--- src/rtl/aha_tlx_rev_tx.sv ---
// TLX reverse-channel transmitter: credit-gated payload launch from a 2-entry skid FIFO,
// link-training and heartbeat flow tokens. Define AHA_TLX_REV_TX_STATS_EN for beat/stall counters.
module aha_tlx_rev_tx #(
  parameter int unsigned PAYLOAD_W    = 80,
  parameter int unsigned CREDIT_W     = 4,
  parameter int unsigned INIT_CREDITS = 4,
  parameter int unsigned MAX_CREDITS  = 8,
  parameter int unsigned TRAIN_COUNT  = 4,
  parameter int unsigned HB_PERIOD    = 64
) (
  input  logic                 TLX_REV_CLK,
  input  logic                 TLX_REV_RESETn,
  input  logic                 SRC_TVALID,
  output logic                 SRC_TREADY,
  input  logic [PAYLOAD_W-1:0] SRC_TDATA,
  output logic                 TLX_REV_PAYLOAD_TVALID,
  input  logic                 TLX_REV_PAYLOAD_TREADY,
  output logic [PAYLOAD_W-1:0] TLX_REV_PAYLOAD_TDATA,
  output logic                 TLX_REV_FLOW_TVALID,
  input  logic                 TLX_REV_FLOW_TREADY,
  output logic [2:0]           TLX_REV_FLOW_TDATA,
  input  logic                 TLX_CRD_TVALID,
  output logic                 TLX_CRD_TREADY,
  input  logic [1:0]           TLX_CRD_TDATA,
  output logic                 LINK_UP,
  output logic [CREDIT_W-1:0]  CREDIT_COUNT,
  output logic                 CREDIT_OVF
`ifdef AHA_TLX_REV_TX_STATS_EN
  ,
  output logic [31:0]          STAT_BEATS,
  output logic [31:0]          STAT_STALLS
`endif
);

  typedef enum logic [1:0] {StTrain, StDone, StActive} state_e;

  localparam logic [2:0]            TokTrain = 3'b010;
  localparam logic [2:0]            TokDone  = 3'b011;
  localparam logic [2:0]            TokHb    = 3'b001;
  localparam logic [CREDIT_W+1:0]   MaxCred  = (CREDIT_W+2)'(MAX_CREDITS);
  localparam logic [CREDIT_W-1:0]   InitCred = CREDIT_W'(INIT_CREDITS);
  localparam logic [15:0]           TrainCnt = 16'(TRAIN_COUNT);
  localparam logic                  HbEn     = (HB_PERIOD != 0);
  localparam logic [31:0]           HbLast   = (HB_PERIOD != 0) ? 32'(HB_PERIOD - 1) : 32'd0;

  state_e                state_q, state_d;
  logic [PAYLOAD_W-1:0]  fifo_mem [2];
  logic                  fifo_wr_q, fifo_wr_d, fifo_rd_q, fifo_rd_d;
  logic [1:0]            fifo_cnt_q, fifo_cnt_d;
  logic                  pay_vld_q, pay_vld_d;
  logic [PAYLOAD_W-1:0]  pay_dat_q, pay_dat_d;
  logic                  flow_vld_q, flow_vld_d;
  logic [2:0]            flow_dat_q, flow_dat_d;
  logic [15:0]           train_q, train_d;
  logic [31:0]           hb_q, hb_d;
  logic [CREDIT_W-1:0]   cred_q, cred_d;
  logic                  ovf_q, ovf_d;
  logic                  link_up_q, link_up_d;
  logic                  crd_rdy_q;

  logic                  src_hs, pay_hs, flow_hs, crd_hs;
  logic                  fifo_empty, head_vld, launch, push, pop, slot_free;
  logic [PAYLOAD_W-1:0]  head_dat;
  logic [CREDIT_W+1:0]   cred_sum;

  assign SRC_TREADY = (state_q == StActive) && (fifo_cnt_q != 2'd2);
  assign src_hs     = SRC_TVALID & SRC_TREADY;
  assign pay_hs     = pay_vld_q & TLX_REV_PAYLOAD_TREADY;
  assign flow_hs    = flow_vld_q & TLX_REV_FLOW_TREADY;
  assign crd_hs     = TLX_CRD_TVALID & crd_rdy_q;
  assign fifo_empty = (fifo_cnt_q == 2'd0);
  // An empty FIFO lets the incoming word bypass straight into the output register.
  assign head_vld   = !fifo_empty || src_hs;
  assign head_dat   = fifo_empty ? SRC_TDATA : fifo_mem[fifo_rd_q];
  assign launch     = head_vld && (cred_q != '0) && (!pay_vld_q || TLX_REV_PAYLOAD_TREADY);
  assign push       = src_hs && !(launch && fifo_empty);
  assign pop        = launch && !fifo_empty;
  assign slot_free  = !flow_vld_q || flow_hs;

  always_comb begin
    state_d    = state_q;
    fifo_wr_d  = fifo_wr_q ^ push;
    fifo_rd_d  = fifo_rd_q ^ pop;
    fifo_cnt_d = fifo_cnt_q + 2'(push) - 2'(pop);
    pay_vld_d  = pay_vld_q;
    pay_dat_d  = pay_dat_q;
    flow_vld_d = flow_vld_q;
    flow_dat_d = flow_dat_q;
    train_d    = train_q;
    hb_d       = hb_q;
    cred_d     = cred_q;
    ovf_d      = ovf_q;
    link_up_d  = link_up_q;

    if (launch) begin
      pay_vld_d = 1'b1;
      pay_dat_d = head_dat;
    end else if (pay_hs) begin
      pay_vld_d = 1'b0;
    end

    cred_sum = {2'b00, cred_q} - (CREDIT_W+2)'(launch)
             + (CREDIT_W+2)'(crd_hs ? TLX_CRD_TDATA : 2'd0);
    if (cred_sum > MaxCred) begin
      cred_d = MaxCred[CREDIT_W-1:0];
      ovf_d  = 1'b1;
    end else begin
      cred_d = cred_sum[CREDIT_W-1:0];
    end

    if (flow_hs) flow_vld_d = 1'b0;
    unique case (state_q)
      StTrain: begin
        if (slot_free) begin
          train_d    = train_q + 16'(flow_hs);
          flow_vld_d = 1'b1;
          if (train_d == TrainCnt) begin
            flow_dat_d = TokDone;
            state_d    = StDone;
          end else begin
            flow_dat_d = TokTrain;
          end
        end
      end
      StDone: begin
        if (flow_hs) begin
          state_d   = StActive;
          link_up_d = 1'b1;
        end
      end
      StActive: begin
        if (HbEn && !flow_vld_q && (hb_q == HbLast)) begin
          flow_vld_d = 1'b1;
          flow_dat_d = TokHb;
        end
      end
      default: state_d = StTrain;
    endcase

    // Heartbeat counter saturates at its last value until the raised token is taken.
    if (!HbEn || (state_q != StActive) || pay_hs || flow_hs) begin
      hb_d = '0;
    end else if (hb_q != HbLast) begin
      hb_d = hb_q + 32'd1;
    end
  end

  always_ff @(posedge TLX_REV_CLK or negedge TLX_REV_RESETn) begin
    if (!TLX_REV_RESETn) begin
      state_q    <= StTrain;
      fifo_wr_q  <= 1'b0;
      fifo_rd_q  <= 1'b0;
      fifo_cnt_q <= 2'd0;
      pay_vld_q  <= 1'b0;
      pay_dat_q  <= '0;
      flow_vld_q <= 1'b0;
      flow_dat_q <= 3'b000;
      train_q    <= '0;
      hb_q       <= '0;
      cred_q     <= InitCred;
      ovf_q      <= 1'b0;
      link_up_q  <= 1'b0;
      crd_rdy_q  <= 1'b0;
    end else begin
      state_q    <= state_d;
      fifo_wr_q  <= fifo_wr_d;
      fifo_rd_q  <= fifo_rd_d;
      fifo_cnt_q <= fifo_cnt_d;
      pay_vld_q  <= pay_vld_d;
      pay_dat_q  <= pay_dat_d;
      flow_vld_q <= flow_vld_d;
      flow_dat_q <= flow_dat_d;
      train_q    <= train_d;
      hb_q       <= hb_d;
      cred_q     <= cred_d;
      ovf_q      <= ovf_d;
      link_up_q  <= link_up_d;
      crd_rdy_q  <= 1'b1;
    end
  end

  always_ff @(posedge TLX_REV_CLK) begin
    if (push) fifo_mem[fifo_wr_q] <= SRC_TDATA;
  end

  assign TLX_REV_PAYLOAD_TVALID = pay_vld_q;
  assign TLX_REV_PAYLOAD_TDATA  = pay_dat_q;
  assign TLX_REV_FLOW_TVALID    = flow_vld_q;
  assign TLX_REV_FLOW_TDATA     = flow_dat_q;
  assign TLX_CRD_TREADY         = crd_rdy_q;
  assign LINK_UP                = link_up_q;
  assign CREDIT_COUNT           = cred_q;
  assign CREDIT_OVF             = ovf_q;

`ifdef AHA_TLX_REV_TX_STATS_EN
  logic [31:0] beats_q, stalls_q;

  always_ff @(posedge TLX_REV_CLK or negedge TLX_REV_RESETn) begin
    if (!TLX_REV_RESETn) begin
      beats_q  <= '0;
      stalls_q <= '0;
    end else begin
      if (pay_hs) beats_q <= beats_q + 32'd1;
      if (!fifo_empty && (cred_q == '0)) stalls_q <= stalls_q + 32'd1;
    end
  end

  assign STAT_BEATS  = beats_q;
  assign STAT_STALLS = stalls_q;
`else
  // Statistics counters are not built in this configuration.
`endif

endmodule

--- config.mk ---
export PLATFORM = sky130hd
export DESIGN_NAME = aha_tlx_rev_tx
export DESIGN_NICKNAME = d
export VERILOG_FILES = /design/src/rtl/aha_tlx_rev_tx.sv
export SDC_FILE = /design/constraint.sdc
export NUM_CORES = 1
export LEC_CHECK = 0
export CAP_MARGIN = 20
export CORE_MARGIN = 2
export CORE_UTILIZATION = 50
export CTS_CLUSTER_SIZE = 30
export DETAILED_ROUTE_END_ITERATION = 8
export PLACE_DENSITY_LB_ADDON = 0.12
export SLEW_MARGIN = 20
export SYNTH_ARGS = -nofsm -noshare
export SYNTH_HDL_FRONTEND = slang
export SYNTH_SLANG_ARGS = --single-unit
export TNS_END_PERCENT = 50
--- constraint.sdc ---
create_clock -name TLX_REV_CLK -period 11.4 [get_ports TLX_REV_CLK]
set_input_delay 3.42 -clock TLX_REV_CLK [delete_from_list [all_inputs] [get_ports TLX_REV_CLK]]
set_output_delay 3.42 -clock TLX_REV_CLK [all_outputs]
set_load 0.05 [all_outputs]
==> flow_summary.ini, run 1 <==
[critical_path]
crit_chain = clkdlybuf4s50_1 > inv_1 > o21ai_1 > o41ai_1 > nand2b_4 > inv_2 > nor2_1 > o211a_1 > ha_4 > buf_4
worst_setup_path_end_kind = flip-flop
arrival_ns = 6.43
startpoint_type = input port
max_stage_delay_ns = 0.65
crit-reg2reg-launch = CREDIT_COUNT[3]
cp_slowest_cell = nand2b_4
crit_family = buffers and inverters
crit_type = input port to flip-flop
cp_max_fo = 57
r2r_end = fifo_mem[0][63]
reg2reg_slack_ns = 7.81
required_ns = 11.57
r2r_cells = 7
crit_buf_inv = 4

[power_and_ir_drop]
powerDensity_mw_per_mm2 = 286
power.share.combinational = 0.400
p_seq_frac = 0.366
p_switching_mw = 1.78
p_int_mw = 2.76
irDropWorstVdd_uv = 227
swShare = 0.392
p_clk_frac = 0.234
p_leak_nw = 6.45
total_power_mw = 4.54

[synth]
synth.largest_area_cell = edfxtp_1
synth_area_leaders = edfxtp_1, dfrtp_1, mux2i_1, nor2_1, a21oi_1
avgSynthCellArea_um2 = 12.3
synth_edf_count = 160
synth_cell_types = 58
syn_area_mm2 = 0.0127
yosysTopAreaCellShare = 0.377
yosysWarningCount = 0
ys_seq_area_frac = 0.662
synthArstFlopShare = 0.475
synth-main-ff-cell = edfxtp_1
ys_seq_elements = 305
syn-instance-count = 1040
synth_nets = 1140

[clock_network]
cts_root_buf = clkbuf_16
clock_path_buffers = 3
cts.sinks = 305
clock_latency_ns = 0.55
cts_buffers = 31
ctsHoldBuffers = 0
htreeDepth = 1
tritoncts = built
cts_resized = 0
cts.clk_slew.worst_paths_ns = 0.06
post-cts-setup-buffers = 0

[detailed_routing]
viasPerCell = 5.27
wire_per_inst_um = 16.7
firstDrtPassIters = 5
ant_nets = 0
drc = 0
vias = 8225
dr.first_iter.drc_count = 527
wl_mm = 26.1

[place]
hpwl_mm = 16.2
port_buffers = 179
numPlacedInstances = 1502
finalWeightedCongestion = 0.762
dpl_worst_slack_ns = 4.52

[cells_and_area]
nets = 1306
drive_gt1_frac = 0.0666
final_core_utilization = 0.632
register_area_mm2 = 0.00844
syn2layout_area_growth_pct = 24.6
multi_input_area_mm2 = 0.00402
fillers = 2036
fin_cells = 1562

[die]
start_util = 0.508
core_mm2 = 0.0251
ios = 181
rows = 58
die_y_um = 164
dieArea_mm2 = 0.0268
die_w_um = 164

[sta]
max_freq_mhz = 160
hold_violations = 0
slew-limit-headroom = 0.314
fin_crit_ns = 6.26
rsz0062_at_grt = no
min_period_over_period = 0.549
fin_skew_ns = 0.0182
setup_tns_ns = 0
slew_violations = 0
tightest_slew_ns = 1.03
final-setup-viol-count = 0
worst_slack_ns = 5.14

[global_routing]
grt_max_degree = 107
antenna_found_initial = 1
grt-ovfl-total = 0
grt_pass1_wl_mm = 42.2
grt_pass1_vias = 8144
grt_usage = 0.198

[outcome]
outcome = finished clean

[flow_run]
cap_viol_max_count = 0

[hold_path]
hold_path_end = train_q[15]
holdPathStages = 1
hold_class = flip-flop to flip-flop
hold_start = train_q[15]
-- logic make-up (layout without fill, tap and decap cells) --
family	after synthesis	count (layout)	synth area share
flops	305	305	0.662
mux	82	82	0.0644
fa+ha+maj	12	12	0.0124
xor+xnor	53	53	0.0364
simple gates	328	328	0.121
buf+inv	71	262	0.0258
other cells	2	3	0.000589
compound gates	187	187	0.0775
-- placed cells by master (no fill, tap or decap), types with 8 or more instances in the layout --
cell type,instances
a21oi_1,85
and3_1,9
clkbuf_16,31
clkdlybuf4s50_1,178
clkinv_2,9
dfrtp_1,143
edfxtp_1,160
ha_1,9
inv_1,16
mux2i_1,82
nand2_1,107
nand3_1,19
nand4_1,15
nor2_1,125
nor3_1,8
o21ai_1,83
xnor2_1,20
xor2_1,33
-- sequential cells by signal (all words and copies together), names as in the netlist --
signal / count
TLX_REV_FLOW_TDATA: 2
fifo_rd_q: 1
state_q: 2
fifo_cnt_q: 2
TLX_REV_FLOW_TVALID: 1
train_q: 16
CREDIT_COUNT: 4
hb_q: 32
TLX_CRD_TREADY: 1
fifo_wr_q: 1
CREDIT_OVF: 1
TLX_REV_PAYLOAD_TVALID: 1
fifo_mem: 160
LINK_UP: 1
TLX_REV_PAYLOAD_TDATA: 80
-- worst max path at each step --
stage / slack, ns / endpoint / cells after the start / from
6_report: 5.14 / fifo_mem[0][63] / 10 / SRC_TVALID
5_1_grt: 4.90 / fifo_mem[0][16] / 10 / SRC_TVALID
4_1_cts: 5.09 / fifo_mem[0][63] / 10 / SRC_TVALID
3_5_place_dp: 4.52 / fifo_mem[0][15] / 10 / SRC_TVALID
3_3_place_gp: 4.55 / fifo_mem[0][11] / 10 / SRC_TVALID
2_1_floorplan: 4.70 / fifo_mem[1][0] / 10 / SRC_TVALID
-- synth_stat cells (4+ instances only) --
master,instances
a21oi_1,85
o21ai_1,83
ha_1,11
nor4_1,7
nand2_1,107
or3_1,4
buf_1,4
buf_2,11
buf_4,9
xor2_1,33
and3_1,9
edfxtp_1,160
mux2i_1,82
nand3_1,19
nor2_1,125
inv_1,16
nand4_1,15
nor3_2,4
clkbuf_1,28
nor3_1,8
nand2b_1,5
dfrtp_1,144
xnor2_1,20
-- worst register-to-register path, cell delays in order (launching register included) --
cell	delay, ns
dfrtp_1	0.45
o41ai_1	0.42
nand2b_4	0.65
inv_2	0.08
nor2_1	0.15
o211a_1	0.25
ha_4	0.55
buf_4	0.65
-- power groups by stage --
stage	Combinational, mW	Clock (mW)	Sequential [mW]
6_report	1.82	1.06	1.66
5_1_grt	1.99	1.13	1.69
4_1_cts	1.84	1.09	1.67
3_5_place_dp	1.84	0	1.69
3_3_place_gp	1.81	0	1.68
2_1_floorplan	0.847	0	2.12
-- layout make-up --
| class | instances | area share |
|---|---|---|
| well taps | 330 | 0.0260 |
| diodes | 1 | 0.000158 |
| clock buffers | 34 | 0.0496 |
| repair buffers | 187 | 0.117 |
| clock inverters | 24 | 0.0183 |
| inverters | 17 | 0.00402 |
| flip-flops and latches | 305 | 0.531 |
| multi-input cells | 664 | 0.253 |
-- routing by layer --
layer	share of wire	track usage	wire length, um
met2	0.48	0.328	12600
met3	0.052	0.0343	1350
met4	0.015	0.0435	381
met5	0	0	0
met1	0.45	0.275	11900
-- stage by stage --
| step | hold slack (ns) | instance area (um^2) |
|---|---|---|
| 2_1_floorplan | 0.452 | 12700 |
| 3_3_place_gp | 0.453 | 14800 |
| 3_5_place_dp | 0.455 | 14800 |
| 4_1_cts | 0.485 | 15900 |
| 5_1_grt | 0.498 | 15900 |
| 6_report | 0.480 | 15900 |
(Power assumes the default switching activity.)
==> run 2: changes to the inputs <==
--- a/config.mk
+++ b/config.mk
@@ -7,7 +7,7 @@
 export LEC_CHECK = 0
 export CAP_MARGIN = 20
 export CORE_MARGIN = 2
-export CORE_UTILIZATION = 50
+export CORE_UTILIZATION = 49
 export CTS_CLUSTER_SIZE = 30
 export DETAILED_ROUTE_END_ITERATION = 8
 export PLACE_DENSITY_LB_ADDON = 0.12
==> constraint.sdc (replaced) <==
create_clock -name TLX_REV_CLK -period 5.3 [get_ports TLX_REV_CLK]
set_input_delay 1.59 -clock TLX_REV_CLK [delete_from_list [all_inputs] [get_ports TLX_REV_CLK]]
set_output_delay 1.59 -clock TLX_REV_CLK [all_outputs]
set_load 0.05 [all_outputs]
==> run 2 against run 1 <==
Via count is essentially flat; clock power increased by 100%; register-to-register slack worse by 5.6 ns; non-clock buffer count is 4 higher; clock skew decreased by 0.0023 ns; largest power group unchanged; combinational power rose by 120%; total power is 110% higher.
==> flow_summary.ini, run 2 (synthesized netlist as in run 1, its figures left out) <==
[clock_network]
htreeDepth = 2
clock_path_buffers = 3
tritoncts = built
cts_resized = 0
ctsHoldBuffers = 0
post-cts-setup-buffers = 0
cts.clk_slew.worst_paths_ns = 0.06
cts_root_buf = clkbuf_16
clock_latency_ns = 0.50
cts.sinks = 305
cts_buffers = 34

[power_and_ir_drop]
power.share.combinational = 0.407
p_clk_frac = 0.223
irDropWorstVdd_uv = 523
swShare = 0.397
p_seq_frac = 0.369
powerDensity_mw_per_mm2 = 609
p_int_mw = 5.83
p_leak_nw = 6.44
p_switching_mw = 3.84
total_power_mw = 9.66

[sta]
max_freq_mhz = 248
slew-limit-headroom = 0.293
whs_ns = 0.469
hold_violations = 0
rsz0062_at_grt = no
setup_tns_ns = 0
fin_skew_ns = 0.0159
tightest_slew_ns = 1.06
min_period_over_period = 0.759
final-setup-viol-count = 0
worst_slack_ns = 1.28
fin_crit_ns = 4.02
slew_violations = 0

[die]
start_util = 0.495
core_mm2 = 0.0258
dieArea_mm2 = 0.0273
rows = 59
die_w_um = 165
ios = 181
die_y_um = 165

[critical_path]
r2r_cells = 11
crit-reg2reg-launch = CREDIT_COUNT[3]
cp_max_fo = 4
r2r_end = CREDIT_OVF
startpoint_type = input port
arrival_ns = 4.40
crit_type = input port to flip-flop
worst_setup_path_end_kind = flip-flop
required_ns = 5.68
reg2reg_slack_ns = 2.21

[global_routing]
grt_usage = 0.194
grt_pass1_wl_mm = 41.8
grt_pass1_vias = 8038
grt_max_degree = 89
antenna_found_initial = 1
grt-ovfl-total = 0

[flow_run]
cap_viol_max_count = 0

[detailed_routing]
drc = 0
viasPerCell = 5.23
firstDrtPassIters = 4
vias = 8227
wire_per_inst_um = 16.6
wl_mm = 26.1
dr.first_iter.drc_count = 614
ant_nets = 0

[hold_path]
holdPathStages = 1
hold_path_end = LINK_UP
hold_start = LINK_UP
hold_class = flip-flop to flip-flop

[place]
finalWeightedCongestion = 0.767
dpl_worst_slack_ns = 0.779
port_buffers = 179
hpwl_mm = 16.3

[cells_and_area]
final_cell_mix = clkdlybuf4s50_1, edfxtp_1, dfrtp_1, nor2_1, nand2_1
drive_gt1_frac = 0.0679
largest_register_ffs = 160
syn2layout_area_growth_pct = 24.6
antennaDiodeCount = 0
top_register = fifo_mem
layout_commonest_cell = clkdlybuf4s50_1
nets = 1313
fillers = 2028

[outcome]
outcome = finished clean
-- run 2: cell types whose count changed in the layout (fill, tap and decap cells not counted) --
cell and delta:
clkinv_1 -6, buf_6 -1, clkinvlp_4 +2, diode_2 -1, buf_8 -1, clkinv_2 -5
buf_12 +2, clkbuf_1 +11, bufinv_16 -7, clkbuf_16 +4, clkbuf_8 +4, buf_4 +4
-- run 2: through the flow --
step	area (um^2)	instances	util
2_1_floorplan	12700	1040	-
3_3_place_gp	14900	1512	0.576
3_5_place_dp	14900	1512	0.576
4_1_cts	15900	1573	0.616
5_1_grt	15900	1573	0.616
6_report	15900	1573	0.616
-- run 2: worst max path at each step --
stage                     end  slack [ns]        from
6_report           CREDIT_OVF        1.28  SRC_TVALID
5_1_grt            CREDIT_OVF        1.06  SRC_TVALID
4_1_cts            CREDIT_OVF        1.30  SRC_TVALID
3_5_place_dp       CREDIT_OVF        0.78  SRC_TVALID
3_3_place_gp       CREDIT_OVF        0.87  SRC_TVALID
2_1_floorplan  fifo_mem[1][0]        0.43  SRC_TVALID
-- run 2: final cells by class --
type | instances | area [um^2] | area share
Inverter | 17 | 63.8 | 0.00402
Sequential cell | 305 | 8440 | 0.531
Clock buffer | 53 | 983 | 0.0619
Tap cell | 335 | 419 | 0.0264
Clock inverter | 8 | 47.5 | 0.00299
Multi-Input combinational cell | 664 | 4020 | 0.253
Timing Repair Buffer | 191 | 1910 | 0.120
-- run 2: worst max-delay path, stage by stage --
cell,delay [ns]
clkdlybuf4s50_1,0.50
inv_1,0.05
o21ai_1,0.14
o41ai_1,0.10
nand2b_4,0.15
inv_2,0.05
ha_1,0.21
inv_1,0.05
ha_1,0.16
inv_1,0.05
fa_1,0.43
nor3_1,0.21
o22ai_1,0.10
a31oi_1,0.23
o21ai_1,0.15
or2_1,0.23
-- run 2: power by group through the flow --
stage / Sequential (mW) / Clock (mW) / Combinational (mW)
6_report: 3.57 / 2.16 / 3.94
5_1_grt: 3.64 / 2.31 / 4.31
4_1_cts: 3.58 / 2.22 / 3.99
3_5_place_dp: 3.62 / 0 / 3.98
3_3_place_gp: 3.60 / 0 / 3.92
2_1_floorplan: 4.56 / 0 / 1.82
-- run 2: layer usage --
metal | vias to the layer above | share of wire | GRT usage
met2 | 183 | 0.46 | 0.310
met5 | - | 0.00061 | 0
met3 | 35 | 0.053 | 0.0347
met4 | 2 | 0.019 | 0.0537
li1 | 4021 | - | -
met1 | 3986 | 0.46 | 0.276
